<file path="src/rtl/sum_vector_arb_if.sv">
// Bus bundle between sum_vector_arb and its environment: requester side, shared-unit side,
// response side and the outstanding count. The arbiter uses the slave modport.
interface sum_vector_arb_if #(
  parameter int BITS      = 16,
  parameter int N         = 3,
  parameter int REQ       = 4,
  parameter int TAG_DEPTH = 8
);
  localparam int CW = $clog2(TAG_DEPTH) + 1;

  logic [REQ-1:0]        req_valid;
  logic [REQ*N*BITS-1:0] req_vin;
  logic [REQ-1:0]        req_ready;
  logic                  sum_in_valid;
  logic [N*BITS-1:0]     sum_vin;
  logic                  sum_out_valid;
  logic [BITS-1:0]       sum_result;
  logic [REQ-1:0]        rsp_valid;
  logic [BITS-1:0]       rsp_sum;
  logic [CW-1:0]         outstanding;

  modport master (
    output req_valid, req_vin, sum_out_valid, sum_result,
    input  req_ready, sum_in_valid, sum_vin, rsp_valid, rsp_sum, outstanding
  );

  modport slave (
    input  req_valid, req_vin, sum_out_valid, sum_result,
    output req_ready, sum_in_valid, sum_vin, rsp_valid, rsp_sum, outstanding
  );
endinterface

</file>
<file path="src/rtl/sum_vector_arb.sv">
// Round-robin front end sharing one in-order sum_vector unit among REQ requesters; an in-order
// tag FIFO routes each returned sum back. Define SUM_VECTOR_ARB_ERR_EN for a sticky err_underflow.
module sum_vector_arb #(
  parameter int BITS      = 16,
  parameter int N         = 3,
  parameter int REQ       = 4,
  parameter int TAG_DEPTH = 8
) (
  input  logic clk,
  input  logic rstn,
`ifdef SUM_VECTOR_ARB_ERR_EN
  output logic err_underflow,
`endif
  sum_vector_arb_if.slave bus
);
  localparam int IW = $clog2(REQ);
  localparam int AW = $clog2(TAG_DEPTH);
  localparam int CW = AW + 1;
  localparam int VW = N * BITS;

  logic [VW-1:0]   field [REQ];
  logic [REQ-1:0]  grant;
  logic [IW-1:0]   grant_id;
  logic [IW-1:0]   last_grant_reg;
  logic [CW-1:0]   outstanding_reg;
  logic [AW-1:0]   wr_ptr_reg;
  logic [AW-1:0]   rd_ptr_reg;
  logic [IW-1:0]   tag_mem [TAG_DEPTH];
  logic [IW-1:0]   head_tag;
  logic            full;
  logic            empty;
  logic            push;
  logic            pop;
  logic            sum_in_valid_reg;
  logic [VW-1:0]   sum_vin_reg;
  logic [REQ-1:0]  rsp_valid_reg;
  logic [BITS-1:0] rsp_sum_reg;

  generate
    for (genvar gi = 0; gi < REQ; gi++) begin : g_field
      assign field[gi] = bus.req_vin[gi*VW +: VW];
    end
  endgenerate

  // Walk from farthest to nearest so the first valid requester after last_grant wins.
  always_comb begin
    int pos;
    int id;
    pos      = 0;
    id       = 0;
    grant    = '0;
    grant_id = '0;
    for (int k = REQ; k >= 1; k--) begin
      pos = int'(last_grant_reg) + k;
      id  = (pos >= REQ) ? pos - REQ : pos;
      if (bus.req_valid[id]) begin
        grant     = '0;
        grant[id] = 1'b1;
        grant_id  = IW'(id);
      end
    end
  end

  // A same-cycle pop never frees a slot for issue: full looks only at the registered count.
  assign full          = (outstanding_reg == CW'(TAG_DEPTH));
  assign empty         = (outstanding_reg == '0);
  assign bus.req_ready = full ? '0 : grant;
  assign push          = |bus.req_ready;
  assign pop           = bus.sum_out_valid & ~empty;
  assign head_tag      = tag_mem[rd_ptr_reg];

  always_ff @(posedge clk) begin
    if (push) begin
      tag_mem[wr_ptr_reg] <= grant_id;
    end
  end

  always_ff @(posedge clk or negedge rstn) begin
    if (!rstn) begin
      last_grant_reg   <= IW'(REQ - 1);
      outstanding_reg  <= '0;
      wr_ptr_reg       <= '0;
      rd_ptr_reg       <= '0;
      sum_in_valid_reg <= 1'b0;
      sum_vin_reg      <= '0;
      rsp_valid_reg    <= '0;
      rsp_sum_reg      <= '0;
    end else begin
      sum_in_valid_reg <= push;
      if (push) begin
        sum_vin_reg    <= field[grant_id];
        last_grant_reg <= grant_id;
        wr_ptr_reg     <= wr_ptr_reg + AW'(1);
      end
      if (pop) begin
        rd_ptr_reg  <= rd_ptr_reg + AW'(1);
        rsp_sum_reg <= bus.sum_result;
      end
      rsp_valid_reg <= pop ? (REQ'(1) << head_tag) : '0;
      case ({push, pop})
        2'b10:   outstanding_reg <= outstanding_reg + CW'(1);
        2'b01:   outstanding_reg <= outstanding_reg - CW'(1);
        default: outstanding_reg <= outstanding_reg;
      endcase
    end
  end

`ifdef SUM_VECTOR_ARB_ERR_EN
  always_ff @(posedge clk or negedge rstn) begin
    if (!rstn) begin
      err_underflow <= 1'b0;
    end else if (bus.sum_out_valid && empty) begin
      err_underflow <= 1'b1;
    end
  end
`endif

  assign bus.sum_in_valid = sum_in_valid_reg;
  assign bus.sum_vin      = sum_vin_reg;
  assign bus.rsp_valid    = rsp_valid_reg;
  assign bus.rsp_sum      = rsp_sum_reg;
  assign bus.outstanding  = outstanding_reg;
endmodule

</file>
<file path="src/flat_wrapper.sv">
// flat-port wrapper written by rule: the top's interface ports become plain ports
module sum_vector_arb_flat 
#(
  parameter int BITS      = 16,
  parameter int N         = 3,
  parameter int REQ       = 4,
  parameter int TAG_DEPTH = 8
)
  (clk, rstn, bus_req_valid, bus_req_vin, bus_sum_out_valid, bus_sum_result, bus_req_ready, bus_sum_in_valid, bus_sum_vin, bus_rsp_valid, bus_rsp_sum, bus_outstanding);
  sum_vector_arb_if #(.BITS(BITS), .N(N), .REQ(REQ), .TAG_DEPTH(TAG_DEPTH)) bus_i ();
  input  logic clk;
  input  logic rstn;
  input wire logic [$bits(bus_i.req_valid)-1:0] bus_req_valid;
  input wire logic [$bits(bus_i.req_vin)-1:0] bus_req_vin;
  input wire logic [$bits(bus_i.sum_out_valid)-1:0] bus_sum_out_valid;
  input wire logic [$bits(bus_i.sum_result)-1:0] bus_sum_result;
  output wire logic [$bits(bus_i.req_ready)-1:0] bus_req_ready;
  output wire logic [$bits(bus_i.sum_in_valid)-1:0] bus_sum_in_valid;
  output wire logic [$bits(bus_i.sum_vin)-1:0] bus_sum_vin;
  output wire logic [$bits(bus_i.rsp_valid)-1:0] bus_rsp_valid;
  output wire logic [$bits(bus_i.rsp_sum)-1:0] bus_rsp_sum;
  output wire logic [$bits(bus_i.outstanding)-1:0] bus_outstanding;
  assign bus_i.req_valid = bus_req_valid;
  assign bus_i.req_vin = bus_req_vin;
  assign bus_i.sum_out_valid = bus_sum_out_valid;
  assign bus_i.sum_result = bus_sum_result;
  assign bus_req_ready = bus_i.req_ready;
  assign bus_sum_in_valid = bus_i.sum_in_valid;
  assign bus_sum_vin = bus_i.sum_vin;
  assign bus_rsp_valid = bus_i.rsp_valid;
  assign bus_rsp_sum = bus_i.rsp_sum;
  assign bus_outstanding = bus_i.outstanding;
  sum_vector_arb #(.BITS(BITS), .N(N), .REQ(REQ), .TAG_DEPTH(TAG_DEPTH)) u_core (.clk(clk), .rstn(rstn), .bus(bus_i));
endmodule
</file>
<file path="config.mk">
export PLATFORM = sky130hd
export DESIGN_NAME = sum_vector_arb_flat
export DESIGN_NICKNAME = d
export VERILOG_FILES = /design/src/rtl/sum_vector_arb_if.sv /design/src/rtl/sum_vector_arb.sv /design/src/flat_wrapper.sv
export SDC_FILE = /design/constraint.sdc
export NUM_CORES = 1
export LEC_CHECK = 0
export ABC_AREA = 1
export ABC_CLOCK_PERIOD_IN_PS = 6800
export BUFFER_PORTS_ARGS = -buffer_cell sky130_fd_sc_hd__buf_2
export CORE_ASPECT_RATIO = 1.1
export CORE_UTILIZATION = 53
export DETAILED_ROUTE_END_ITERATION = 16
export GPL_TIMING_DRIVEN = 0
export PLACE_DENSITY = 0.95
export SYNTH_ARGS = -nofsm -noshare
export SYNTH_HDL_FRONTEND = slang
export SYNTH_SLANG_ARGS = --single-unit
export TNS_END_PERCENT = 50
</file>
<file path="constraint.sdc">
create_clock -name clk -period 6.8 [get_ports clk]
set_clock_uncertainty 0.15 [all_clocks]
set_input_delay 0.34 -clock clk [delete_from_list [all_inputs] [get_ports clk]]
set_output_delay 0.34 -clock clk [all_outputs]
set_load 0.01 [all_outputs]
</file>
# Word-level counts from Yosys, hierarchy flattened
# Memories as Yosys holds them, arrays and structs flattened.
# Cells that the tools add are included.
[totals]
register_bits = 81
mem_bits_rw = 16
inputBits = 215
elab_cells = 88
n_memories = 1
[memory_table]
columns = ["memory", "depth", "width", "rd", "rd_clocked_by_memory_dff", "write_ports", "line_no", "text"]
rows = [
  ["u_core.tag_mem", 8, 2, 1, 0, 1, "sum_vector_arb.sv:28", "logic [IW-1:0] tag_mem [TAG_DEPTH];"],
]
[op_classes]
add_sub_neg = 12
order_cmp = 13
eq_ne = 3
shift = 1
muxes = 40
bitwise = 3
n_reduce_logical = 7
[op_table]
columns = ["op", "count"]
rows = [
  ["32-bit by 1-bit >= comparator with 1-bit output, second input constant", 4],
  ["32-bit by 4-bit >= comparator with 1-bit output, second input constant", 4],
  ["32-bit by 4-bit < comparator with 1-bit output, second input constant", 4],
  ["32-bit two-way mux", 4],
  ["32-bit by 4-bit subtractor with 32-bit output, second input constant", 4],
  ["48-bit binary-select mux with 2-bit select", 1],
  ["48-bit two-way mux", 2],
  ["4-bit two-way mux", 6],
  ["1-bit two-way mux", 14],
  ["1-bit binary-select mux with 2-bit select", 4],
  ["1-bit demux with 2-bit select", 4],
  ["2-bit two-way mux", 4],
  ["4-bit case mux with 2 select lines", 1],
  ["2-bit by 2-bit adder with 3-bit output, second input constant", 2],
  ["3-bit by 1-bit adder with 3-bit output, second input constant", 2],
  ["2-bit by 3-bit adder with 4-bit output, second input constant", 1],
  ["4-bit by 1-bit adder with 4-bit output, second input constant", 1],
  ["4-bit == test, second input constant", 1],
  ["1-bit logical AND", 4],
  ["4-bit logical NOT", 1],
  ["4-bit OR reduction", 1],
  ["1-bit by 2-bit << shifter with 4-bit output, first input constant", 1],
  ["4-bit by 1-bit subtractor with 4-bit output, second input constant", 1],
  ["2-bit by 1-bit adder with 3-bit output, second input constant", 1],
  ["7 further kinds", 7],
]

# Depth between registers and ports, before layout
# Gate-level depths: netlist (run 1).
[logic_depth]
depth_word = 15
depth_mapped = 22
depth_no_buf = 21

# Worst setup path after synthesis (run 1)
# Ideal clock, no wire load.
[synth_path]
path_kind = "register to register"
from = "register u_core.last_grant_reg[0]"
to = "register u_core.outstanding_reg[3], in the netlist u_core.bus.outstanding[3]"
arrival_ns = 3.185
required_time_ns = 6.528
path_slack_ns = 3.344
path_stages_with_launch = 23
path_buffers = 1
period_less_slack_ns = 3.456
path_cell_list = "dfstp_2 > inv_2 > ha_1 > inv_1 > nand3_1 > nand2_2 > nand2_1 > clkinv_1 > nand2_1 > nand3_1 > nand2_1 > nand2_2 > nor2_8 > buf_6 > ha_1 > ha_1 > nand2_1 > nor2_1 > a211oi_1 > nor2_1 > nor2_1 > nand2_1 > xor2_1"
[synth_via]
elab_chain_cells = 15
word_cells_on_any_way = 58
cone_classes = "8 x add/sub; 12 x order compare; 2 x eq/ne; 30 x mux; 6 x reduce/logical"
[synth_lines]
columns = ["element", "line_no", "text"]
rows = [
  ["start: declaration", "sum_vector_arb.sv:24", "logic [IW-1:0] last_grant_reg;"],
  ["start signal: assignment", "sum_vector_arb.sv:80", "last_grant_reg <= IW'(REQ - 1);"],
  ["start signal: assignment", "sum_vector_arb.sv:92", "last_grant_reg <= grant_id;"],
  ["2-bit by 3-bit adder with 4-bit output", "sum_vector_arb.sv:54", "pos = int'(last_grant_reg) + k;"],
  ["32-bit by 4-bit subtractor with 32-bit output / 32-bit by 4-bit >= comparator with 1-bit output (equally long branches)", "sum_vector_arb.sv:55", "id = (pos >= REQ) ? pos - REQ : pos;"],
  ["32-bit two-way mux", "sum_vector_arb.sv:55", ""],
  ["32-bit by 1-bit >= comparator with 1-bit output (not written as such) / 32-bit by 4-bit < comparator with 1-bit output (equally long branches)", "sum_vector_arb.sv:58", "grant[id] = 1'b1;"],
  ["1-bit logical AND (not written as such)", "sum_vector_arb.sv:58", ""],
  ["1-bit two-way mux (not written as such)", "sum_vector_arb.sv:58", ""],
  ["1-bit demux with 2-bit select", "--", ""],
  ["4-bit two-way mux (3 in a row)", "sum_vector_arb.sv:56", "if (bus.req_valid[id]) begin"],
  ["4-bit two-way mux *", "sum_vector_arb.sv:56", ""],
  ["4-bit two-way mux *", "sum_vector_arb.sv:67", "assign bus.req_ready = full ? '0 : grant;"],
  ["4-bit OR reduction *", "sum_vector_arb.sv:68", "assign push = |bus.req_ready;"],
  ["2-bit by 1-bit == test with 1-bit output / 2-bit == test (equally long branches)", "sum_vector_arb.sv:100", "case ({push, pop})"],
  ["4-bit case mux with 2 select lines / 2-bit nonzero test (equally long branches)", "--", ""],
  ["end signal: assignment", "sum_vector_arb.sv:101", "2'b10: outstanding_reg <= outstanding_reg + CW'(1);"],
  ["end signal: assignment", "sum_vector_arb.sv:102", "2'b01: outstanding_reg <= outstanding_reg - CW'(1);"],
  ["end signal: assignment", "sum_vector_arb.sv:103", "default: outstanding_reg <= outstanding_reg;"],
  ["end: declaration", "sum_vector_arb.sv:25", "logic [CW-1:0] outstanding_reg;"],
]
# Every way passes the cells marked *; elsewhere a longest branch is shown, timed or not. The select of a mux whose other input is x is not followed.
# A chain may end at the register's enable or synchronous reset.

# Worst setup path in the final report (run 1)
# Same ends and word-level chain as after synthesis.

==> qor.yml, run 1 <==
critPathCaptureType: "flop"
dieWidth_um: 111
path_clk_slew_ns: 0.07
routedWlPerCell_um: 13.8
hold_start: "bus_sum_result[0]"
fmax_ghz: 0.258
grt_pass1_vias: 7132
cts_tree: "built"
hold_class: "in -> reg"
start_util_pct: 54.4
synth_top_cell_by_area: "dfrtp_1"
synth_top_area_share_pct: 28.7
netlist_instances: 1083
worst-r2r-setup-slack_ns: 2.92
largest_reg_flops: 48
post-route-period-util_pct: 57.1
clock-sinks: 97
port_buffers: 291
cts_made_buffers: 9
root_buffer: "clkbuf_16"
rsz0062_at_grt: "false"
synthFlopType: "dfrtp_1"
fill_cells: 1058
cp.required_ns: 6.87
grt_use_total_pct: 31.5
tightest_slew_ns: 0.893
critPathLaunchType: "flop"
fin_ws_ns: 2.92
yosys_warnings: 0
vias: 7792
insertion_delay_ns: 0.34
io_pins: 292
min_path_cells: 3
maxCapViolations: 0
place_hpwl_mm: 16.8
grt_pass1_wl_mm: 33.4
drt_iter0_markers: 499
synth_area_leaders: "dfrtp_1 (29%), nand2_1 (22%), nand3_1 (15%), inv_1 (12%), edfxtp_1 (7.0%)"
period_needed_ns: 3.88
die_area_um2: 13400
synth_cell_types: 31
status: "finished, final reports clean"
gp_congestion: 0.957
clk_path_buf_depth: 2
hold_viol_final: 0
cts_resized: 0
nets: 1616
drive_above_1_share_pct: 26.2
area_growth_pct: 29.1
placed_area_um2: 8560
antenna_found_initial: 2
grt_max_degree: 42
crit_arrival_ns: 3.96
synth_commonest_cells: "nand2_1 (395), inv_1 (224), nand3_1 (211), dfrtp_1 (79), nor2_1 (29)"
grt-ovfl-total: 0
stdcell_area_um2: 8890
worstSetupPathType: "reg -> reg"
ys_ff_latch: 97
syn_area_per_cell_um2: 6.36
core_area_um2: 12600
critical_path.max_fanout: 10
synthesis.area_um2: 6880
tns_ns: 0
slew_headroom_pct: 40.5
dp_slack_ns: 2.94
r2r_start: "u_core.last_grant_reg[0]"
hold_end: "u_core.bus.rsp_sum[0]"
finalSetupViolCount: 0
ant_nets: 0
placementRows: 43
timing.rr.end: "u_core.bus.outstanding[3]"
syn-num-nets: 1312
die-height_um: 122
async_flop_share_pct: 83.5
drv_slew: 0
ys_seq_area_share_pct: 36.5
yosysMostFrequentCell: "nand2_1"
detail_route.first_pass.iterations: 5
r2r_cells: 22
vias_per_cell: 5.02
wirelength_mm: 21.4
synth_edf_count: 16
cts_max_level: 3
drc: 0
-- layout by cell type, fill, tap and decap left out, drive strengths merged --
cell and n:
clkinvlp 1, fa 1, clkinv 2, bufinv 1
nand2 405, dlygate4sd3 1, xor2 5, diode 2
and2 1, a211oi 1, xnor2 1, dfrtp 79
inv 232, nor2 32, buf 328, clkbuf 33
o22ai 4, a21oi 4, and3 1, o21ai 17
nand3 212, ha 13, dfstp 2, edfxtp 16
-- metal layers --
metal  wire, µm  vias to the layer above  track usage [%]  share of wire [%]
met5          0                        -                0                  0
met4       1150                        0             18.2                5.4
met3       1690                       74             6.37                7.9
met2      10200                      424             53.3                 48
met1       8380                     3438             37.6                 39
li1           -                     3856                -                  -
-- per-stage QoR --
stage               hold WS, ns  utilization [%]  cells
detailed placement        0.200             67.7   1532
global placement          0.298             67.5   1531
finish                   0.0481             70.3   1551
CTS                      0.0395             70.3   1549
global route             0.0466             70.3   1550
floorplan                -0.106                -   1083
-- worst max-delay path, cell delays in order (launching register included) --
cell      delay (ns)
dfstp_2         0.65
inv_2           0.15
ha_1            0.36
inv_1           0.07
nand3_1         0.09
nand2_2         0.10
nand2_1         0.12
clkinv_1        0.13
nand2_1         0.09
nand3_1         0.07
nand2_1         0.10
nand2_2         0.11
nor2_8          0.23
buf_6           0.18
ha_1            0.20
ha_1            0.27
nand2_1         0.07
nor2_1          0.04
a211oi_1        0.22
nor2_1          0.07
nor2_1          0.08
nand2_1         0.06
xor2_1          0.13
-- worst max path at each step --
stage,startpoint,to,slack [ns],depth (start not counted)
6_report,u_core.last_grant_reg[0],u_core.bus.outstanding[3],2.92,22
3_5_place_dp,u_core.last_grant_reg[0],u_core.bus.outstanding[3],2.94,22
5_1_grt,u_core.last_grant_reg[0],u_core.bus.outstanding[3],2.63,22
4_1_cts,u_core.last_grant_reg[0],u_core.bus.outstanding[3],2.93,22
2_1_floorplan,u_core.last_grant_reg[0],u_core.bus.outstanding[3],3.34,22
3_3_place_gp,u_core.last_grant_reg[0],u_core.bus.outstanding[3],3.00,22
-- repair_timing --
action / 4_1_cts / 5_1_grt
setup endpoints to repair: 0 / 0
buffers inserted: 0 / 0
hold buffers: 1 / 0
hold endpoints to repair: 40 / 0
-- logic make-up after synthesis --
logic type               synth area share, %
AO/OA/AOI/OAI                           2.05
XOR/XNOR                               0.763
adder cells (fa/ha/maj)                 2.65
buffers and inverters                   17.6
flip-flops                              36.5
AND/OR/NAND/NOR                         40.5
-- final cells by class --
| class | count | area [µm²] | area share (%) |
|---|---|---|---|
| Tap cell | 157 | 196 | 2.21 |
| Clock buffer | 11 | 254 | 2.86 |
| Multi-Input combinational cell | 697 | 3160 | 35.6 |
| Sequential cell | 97 | 2510 | 28.2 |
| Timing Repair Buffer | 293 | 1490 | 16.7 |
| Antenna cell | 2 | 5.00 | 0.0563 |
| Clock inverter | 5 | 61.3 | 0.690 |
| Inverter | 231 | 867 | 9.75 |
| Buffer | 58 | 345 | 3.88 |
Power of run 1 is left out: the tool's default activity adds up to more than one toggle a clock period on the data nets, which glitch-free logic cannot reach.
==> inputs of run 2 (changes only) <==
Settings changed: ABC_AREA 1 to 0, ABC_CLOCK_PERIOD_IN_PS 6800 to 3800, CORE_UTILIZATION 53 to 47, PLACE_DENSITY 0.95 to 0.94.
Clock period 6.8 ns to 3.8 ns, I/O delays scaled along.
==> run 2 against run 1 <==
Effect of this change:
- flip-flop and latch count stayed put
- count of clock-buffer cells in the layout grew 1
- via count is 32% lower
- final cell count down 36%
- register-to-register slack got worse by 2.9 ns
- fmax grew 2.3%
- global-route usage is 4.6 points lower
- synthesized area decreased by 15%
- highest routed layer unchanged
==> qor.yml, run 2 <==
die-height_um: 119
layout_commonest_cell: "buf_2"
fin_ws_ns: 0.00366
final_cells: 989
vias: 5266
path_cells: "buf_6, inv_6, ha_4, mux2_4, mux2_4, a21oi_4, a31oi_2, or4_4, inv_8, ha_4, ha_4, a21o_1, a21oi_2, xnor2_1, nor2_1, xor2_1"
crit_arrival_ns: 3.87
routedWlPerCell_um: 18.0
yosys_warnings: 0
drv_slew: 0
cts_tree: "built"
fill_cells: 920
switching_share_pct: 41.9
gp_congestion: 0.866
hold_class: "in -> reg"
multi_input_area_um2: 3260
critPathSlowestCell: "or4_4"
grt_pass1_wl_mm: 26.1
nets: 1056
critPathCaptureType: "flop"
core_area_um2: 12100
dp.cells: 946
netlist_instances: 501
async_flop_share_pct: 83.5
root_buffer: "clkbuf_16"
post-route-period-util_pct: 99.9
synth_edf_count: 16
synth_area_leaders: "dfrtp_1 (34%), mux2i_1 (26%), edfxtp_1 (8.2%), mux2_2 (7.7%), mux2_4 (3.8%)"
stdcell_area_um2: 8170
cts_max_level: 3
final_cell_mix: "buf_2 (297), mux2i_1 (152), dfrtp_1 (79), nand2_1 (59), mux2_2 (40)"
port_buffers: 290
clock-sinks: 97
insertion_delay_ns: 0.34
synth_top_cell_by_area: "dfrtp_1"
crit_top_cell: "ha_4"
synth_commonest_cells: "mux2i_1 (153), dfrtp_1 (79), nand2_1 (60), mux2_2 (40), edfxtp_1 (16)"
area_growth_pct: 39.0
die_area_um2: 13000
power.density_nw_per_um2: 1060
largest_reg_flops: 48
status: "finished, final reports clean"
path_clk_slew_ns: 0.07
ir_worst_vdd_mv: 0.520
grt_max_degree: 46
synthesis.area_um2: 5880
rsz0062_at_grt: "true"
p_sw_mw: 3.65
placementRows: 42
hold_start: "bus_req_vin[81]"
worst-r2r-setup-slack_ns: 0.004
drc: 0
critical_path.max_fanout: 6
cts_made_buffers: 9
grt-ovfl-total: 0
power_leakage_nw: 4.35
placed_area_um2: 7630
ant_nets: 0
startpoint: "u_core.last_grant_reg[1]"
antenna_found_initial: 2
place_hpwl_mm: 13.2
timing.hold.ws_ns: 0.119
cp.required_ns: 3.87
tightest_slew_ns: 0.948
ys_ff_latch: 97
yosysMostFrequentCell: "mux2i_1"
drive_above_1_share_pct: 48.8
synthFlopType: "dfrtp_1"
worstSetupPathType: "reg -> reg"
critPathLaunchType: "flop"
period_needed_ns: 3.80
grt_pass1_vias: 5325
synth_top_area_share_pct: 33.6
vias_per_cell: 5.32
p_int_mw: 5.05
grt_use_total_pct: 26.9
combPwrFrac_pct: 67.9
max_stage_delay_ns: 0.60
r2r_start: "u_core.last_grant_reg[1]"
syn-num-nets: 730
hold_viol_final: 0
synth_cell_types: 37
sequentialPowerShare_pct: 22.3
slew_headroom_pct: 36.8
finalSetupViolCount: 0
ys_seq_area_share_pct: 42.7
maxCapViolations: 0
fmax_ghz: 0.263
dieWidth_um: 109
syn_area_per_cell_um2: 11.7
start_util_pct: 48.4
clk_path_buf_depth: 2
drt_iter0_markers: 201
detail_route.first_pass.iterations: 5
seqCellArea_um2: 2510
wirelength_mm: 17.8
tns_ns: 0
io_pins: 292
dp_slack_ns: -0.622
power.share.clock_pct: 9.8
-- run 2: cell count changes after synthesis, sizes merged, moves of 6 or more --
cell | before | now
a31oi | 0 | 6
buf | 36 | 21
clkbuf | 22 | 12
inv | 230 | 9
mux2 | 0 | 55
mux2i | 0 | 153
nand2 | 405 | 60
nand3 | 212 | 0
nor2 | 32 | 8
nor3 | 0 | 7
-- run 2: cells by family after synthesis --
| group | Yosys count | share of synthesized area [%] |
|---|---|---|
| AND/OR/NAND/NOR | 89 | 6.70 |
| buffers and inverters | 43 | 3.47 |
| AO/OA/AOI/OAI | 38 | 3.79 |
| XOR/XNOR | 8 | 1.19 |
| adder cells (fa/ha/maj) | 14 | 3.11 |
| flip-flops | 97 | 42.7 |
| multiplexers | 212 | 39.1 |
-- run 2: worst paths after layout --
check	cells after the start	end
setup / recovery	16	u_core.bus.outstanding[3]
hold / removal	4	u_core.bus.sum_vin[33]
setup reg to reg	16	u_core.bus.outstanding[3]
hold reg to reg	2	u_core.bus.rsp_sum[7]
max in group asynchronous	3	u_core.bus.sum_vin[14]
min in group asynchronous	2	u_core.bus.outstanding[0]
-- run 2: repair_timing --
action	CTS	global route
hold buffers	17	0
pin swaps	3	8
hold endpoints to repair	50	0
resized for setup	7	12
setup endpoints to repair	60	29
buffers inserted	8	2
-- run 2: power by group through the flow --
stage | sequential (mW) | clock (mW) | combinational [mW]
2_1_floorplan | 2.08 | 0 | 4.06
6_report | 1.94 | 0.851 | 5.91
3_5_place_dp | 1.96 | 0 | 5.71
4_1_cts | 1.93 | 0.866 | 5.88
5_1_grt | 1.99 | 0.904 | 6.33
3_3_place_gp | 1.92 | 0 | 5.51
-- run 2: through the flow --
stage | power (mW) | utilization [%]
floorplan | 6.14 | -
global placement | 7.43 | 62.7
detailed placement | 7.67 | 62.8
CTS | 8.67 | 67.1
global route | 9.22 | 67.3
finish | 8.70 | 67.3
-- run 2: cell type report --
type	instances	area share, %
clock buffers	12	3.02
well taps	154	2.36
flip-flops and latches	97	30.7
clock inverters	4	0.337
multi-input cells	361	39.9
repair buffers	318	21.0
diodes	3	0.0919
plain buffers	30	1.85
inverters	10	0.674
-- run 2: worst max-delay path: cells and delay by family, from the launching register on --
| kind | cells | cell delay, ns |
|---|---|---|
| XOR/XNOR | 2 | 0.28 |
| AND/OR/NAND/NOR | 2 | 0.67 |
| AO/OA/AOI/OAI | 4 | 0.53 |
| adder cells (fa/ha/maj) | 3 | 0.63 |
| buffers and inverters | 3 | 0.23 |
| multiplexers | 2 | 0.63 |
| flip-flops | 1 | 0.54 |
-- run 2: per-layer routing --
layer | wire length (µm) | vias to the layer above | global-route usage, % | part of all wire (%)
li1 | - | 2452 | - | -
met1 | 6750 | 2527 | 29.9 | 38
met2 | 9310 | 241 | 48.9 | 52
met3 | 1100 | 46 | 5.53 | 6.2
met4 | 602 | 0 | 10.7 | 3.4
met5 | 0 | - | 0 | 0
(Power assumes the default switching activity.)
==> inputs of run 3 (changes only) <==
Settings changed: BUFFER_PORTS_ARGS -buffer_cell sky130_fd_sc_hd__buf_2 to unset, CORE_AREA set to 2 2 112 114, CORE_ASPECT_RATIO 1.1 to unset, CORE_UTILIZATION 47 to unset, DIE_AREA set to 0 0 114 116, DONT_BUFFER_PORTS set to 1, PLACE_DENSITY 0.94 to 0.76.
==> run 3 against run 2 <==
Effect of this change:
- the run now ends with negative setup slack left
- sequential share of layout area increased by 5.9 points
- die area increased by 2.0%
- critical path depth unchanged
- utilization decreased by 9.8 points
- final cell count decreased by 30%
- critical endpoint unchanged
- count of clock-buffer cells in the layout decreased by 2
- register-to-register slack got worse by 0.03 ns
- total power decreased by 3.9%
- hold slack got worse by 0.10 ns
- highest routed layer unchanged
- clock power increased by 14%
==> qor.yml, run 3 (synthesized netlist as in run 2, its figures left out) <==
period_needed_ns: 3.83
die-height_um: 116
finalSetupViolCount: 1
final_cell_mix: "mux2i_1 (152), dfrtp_1 (79), nand2_1 (59), mux2_2 (40), dlygate4sd3_1 (18)"
n_antenna_cell: 0
critPathCaptureType: "flop"
root_buffer: "clkbuf_16"
hold_class: "in -> reg"
post-route-period-util_pct: 101
worst-r2r-setup-slack_ns: -0.03
drc: 0
cts_made_buffers: 9
place_hpwl_mm: 11.8
tightest_slew_ns: 0.784
die_area_um2: 13200
core_area_um2: 11900
hold_start: "bus_req_vin[58]"
vias: 4185
area_growth_pct: 16.6
r2r_start: "u_core.last_grant_reg[1]"
routedWlPerCell_um: 22.4
io_pins: 292
drive_above_1_share_pct: 23.9
ant_nets: 0
detail_route.first_pass.iterations: 4
min_path_cells: 3
fin_ws_ns: -0.0291
path_clk_slew_ns: 0.07
critical_path.max_fanout: 6
grt_use_total_pct: 22.9
gp_congestion: 0.810
r2r_cells: 16
grt_pass1_wl_mm: 23.2
insertion_delay_ns: 0.34
power.density_nw_per_um2: 1220
worstSetupPathType: "reg -> reg"
largest_reg_flops: 48
power_leakage_nw: 3.26
max_stage_delay_ns: 0.61
critPathSlowestCell: "or4_4"
critPathLaunchType: "flop"
hold_end: "u_core.bus.sum_vin[10]"
grt_pass1_vias: 4295
path_cells: "buf_6, inv_6, ha_4, mux2_4, mux2_4, a21oi_4, a31oi_4, or4_4, inv_4, ha_4, ha_4, a21o_1, a21oi_2, xnor2_1, nor2_1, xor2_1"
cts_tree: "built"
tns_ns: -0.0291
maxCapViolations: 0
clock-sinks: 97
dieWidth_um: 114
drv_slew: 0
violations: "negative setup slack"
layout_commonest_cell: "mux2i_1"
hold_viol_final: 0
cp.required_ns: 3.88
dp_slack_ns: -0.624
nets: 773
rsz0062_at_grt: "true"
fill_cells: 960
wirelength_mm: 15.6
timing.rr.end: "u_core.bus.outstanding[3]"
start_util_pct: 49.4
placementRows: 40
fmax_ghz: 0.261
grt-ovfl-total: 0
crit_arrival_ns: 3.91
drt_iter0_markers: 199
status: "finished with violations"
slew_headroom_pct: 47.7
ir_worst_vdd_mv: 0.670
grt_max_degree: 82
crit_top_cell: "ha_4"
antenna_found_initial: 0
vias_per_cell: 6.01
cts_max_level: 3
clk_path_buf_depth: 2
port_buffers: 0
==> run 3: cell types whose count changed in the layout (fill, tap and decap cells not counted), moves of 2 or more <==
cell      previous run  this run
nor4b_2              0         2
buf_4               11        16
inv_6                2         4
diode_2              3         0
a31oi_4              0         2
a31oi_1              4         2
nor4b_1              2         0
clkbuf_1            13        11
buf_2              297         9
==> run 3: worst max-delay path, delay by kind of cell (launching register included) <==
kind | cells | cell delay (ns)
and+or+nand+nor | 2 | 0.68
muxes | 2 | 0.65
adders and majority gates | 3 | 0.63
AOI/OAI and AO/OA | 4 | 0.56
DFF | 1 | 0.54
xor gates and xnor gates | 2 | 0.25
buffers and inverters | 3 | 0.23
==> run 3: metal layers <==
metal / up-vias / global-route usage (%) / wire, µm / part of all wire, %
met5: - / 0 / 0 / 0
met1: 2067 / 26.0 / 5690 / 37
met4: 0 / 7.40 / 376 / 2.4
li1: 1888 / - / - / -
met3: 29 / 6.28 / 1000 / 6.4
met2: 201 / 42.0 / 8510 / 55
==> run 3: worst max path at each step <==
stage	start	to	slack, ns
global placement	u_core.last_grant_reg[1]	u_core.bus.outstanding[3]	-0.57
detailed placement	u_core.last_grant_reg[1]	u_core.bus.outstanding[3]	-0.62
floorplan	u_core.last_grant_reg[1]	u_core.bus.outstanding[3]	-0.22
CTS	u_core.last_grant_reg[1]	u_core.bus.outstanding[3]	-0.04
global route	u_core.last_grant_reg[1]	u_core.bus.outstanding[3]	-0.16
finish	u_core.last_grant_reg[1]	u_core.bus.outstanding[3]	-0.03
==> run 3: metrics by stage <==
stage	utilization [%]	power, mW	cell area (µm²)	hold slack, ns	cells
after floorplan	-	6.14	5960	-0.256	501
after global placement	51.6	6.92	6150	-0.254	648
after detailed placement	51.6	7.10	6150	-0.254	648
after CTS	57.0	8.33	6790	0.0110	693
after global routing	57.6	8.93	6860	0.0334	696
final	57.6	8.36	6860	0.0191	696
==> run 3: layout make-up <==
class	count	area [µm²]	share of cell area, %
Buffer	30	149	2.17
Inverter	10	50.0	0.730
Clock inverter	6	81.3	1.19
Tap cell	147	184	2.68
Clock buffer	10	239	3.48
Sequential cell	97	2510	36.6
Multi-Input combinational cell	361	3320	48.4
Timing Repair Buffer	35	328	4.78
==> run 3: timing repair <==
action	in CTS	in global routing
pin swaps	7	7
gates resized for setup	7	13
endpoints found under the setup margin	30	54
hold endpoints to repair	98	0
setup buffers	13	3
hold buffers	19	0
==> run 3: report_power, final <==
part / internal, mW / switching [mW]
sequential: 1.65 / 0.543
combinational: 2.69 / 2.51
clock: 0.543 / 0.427
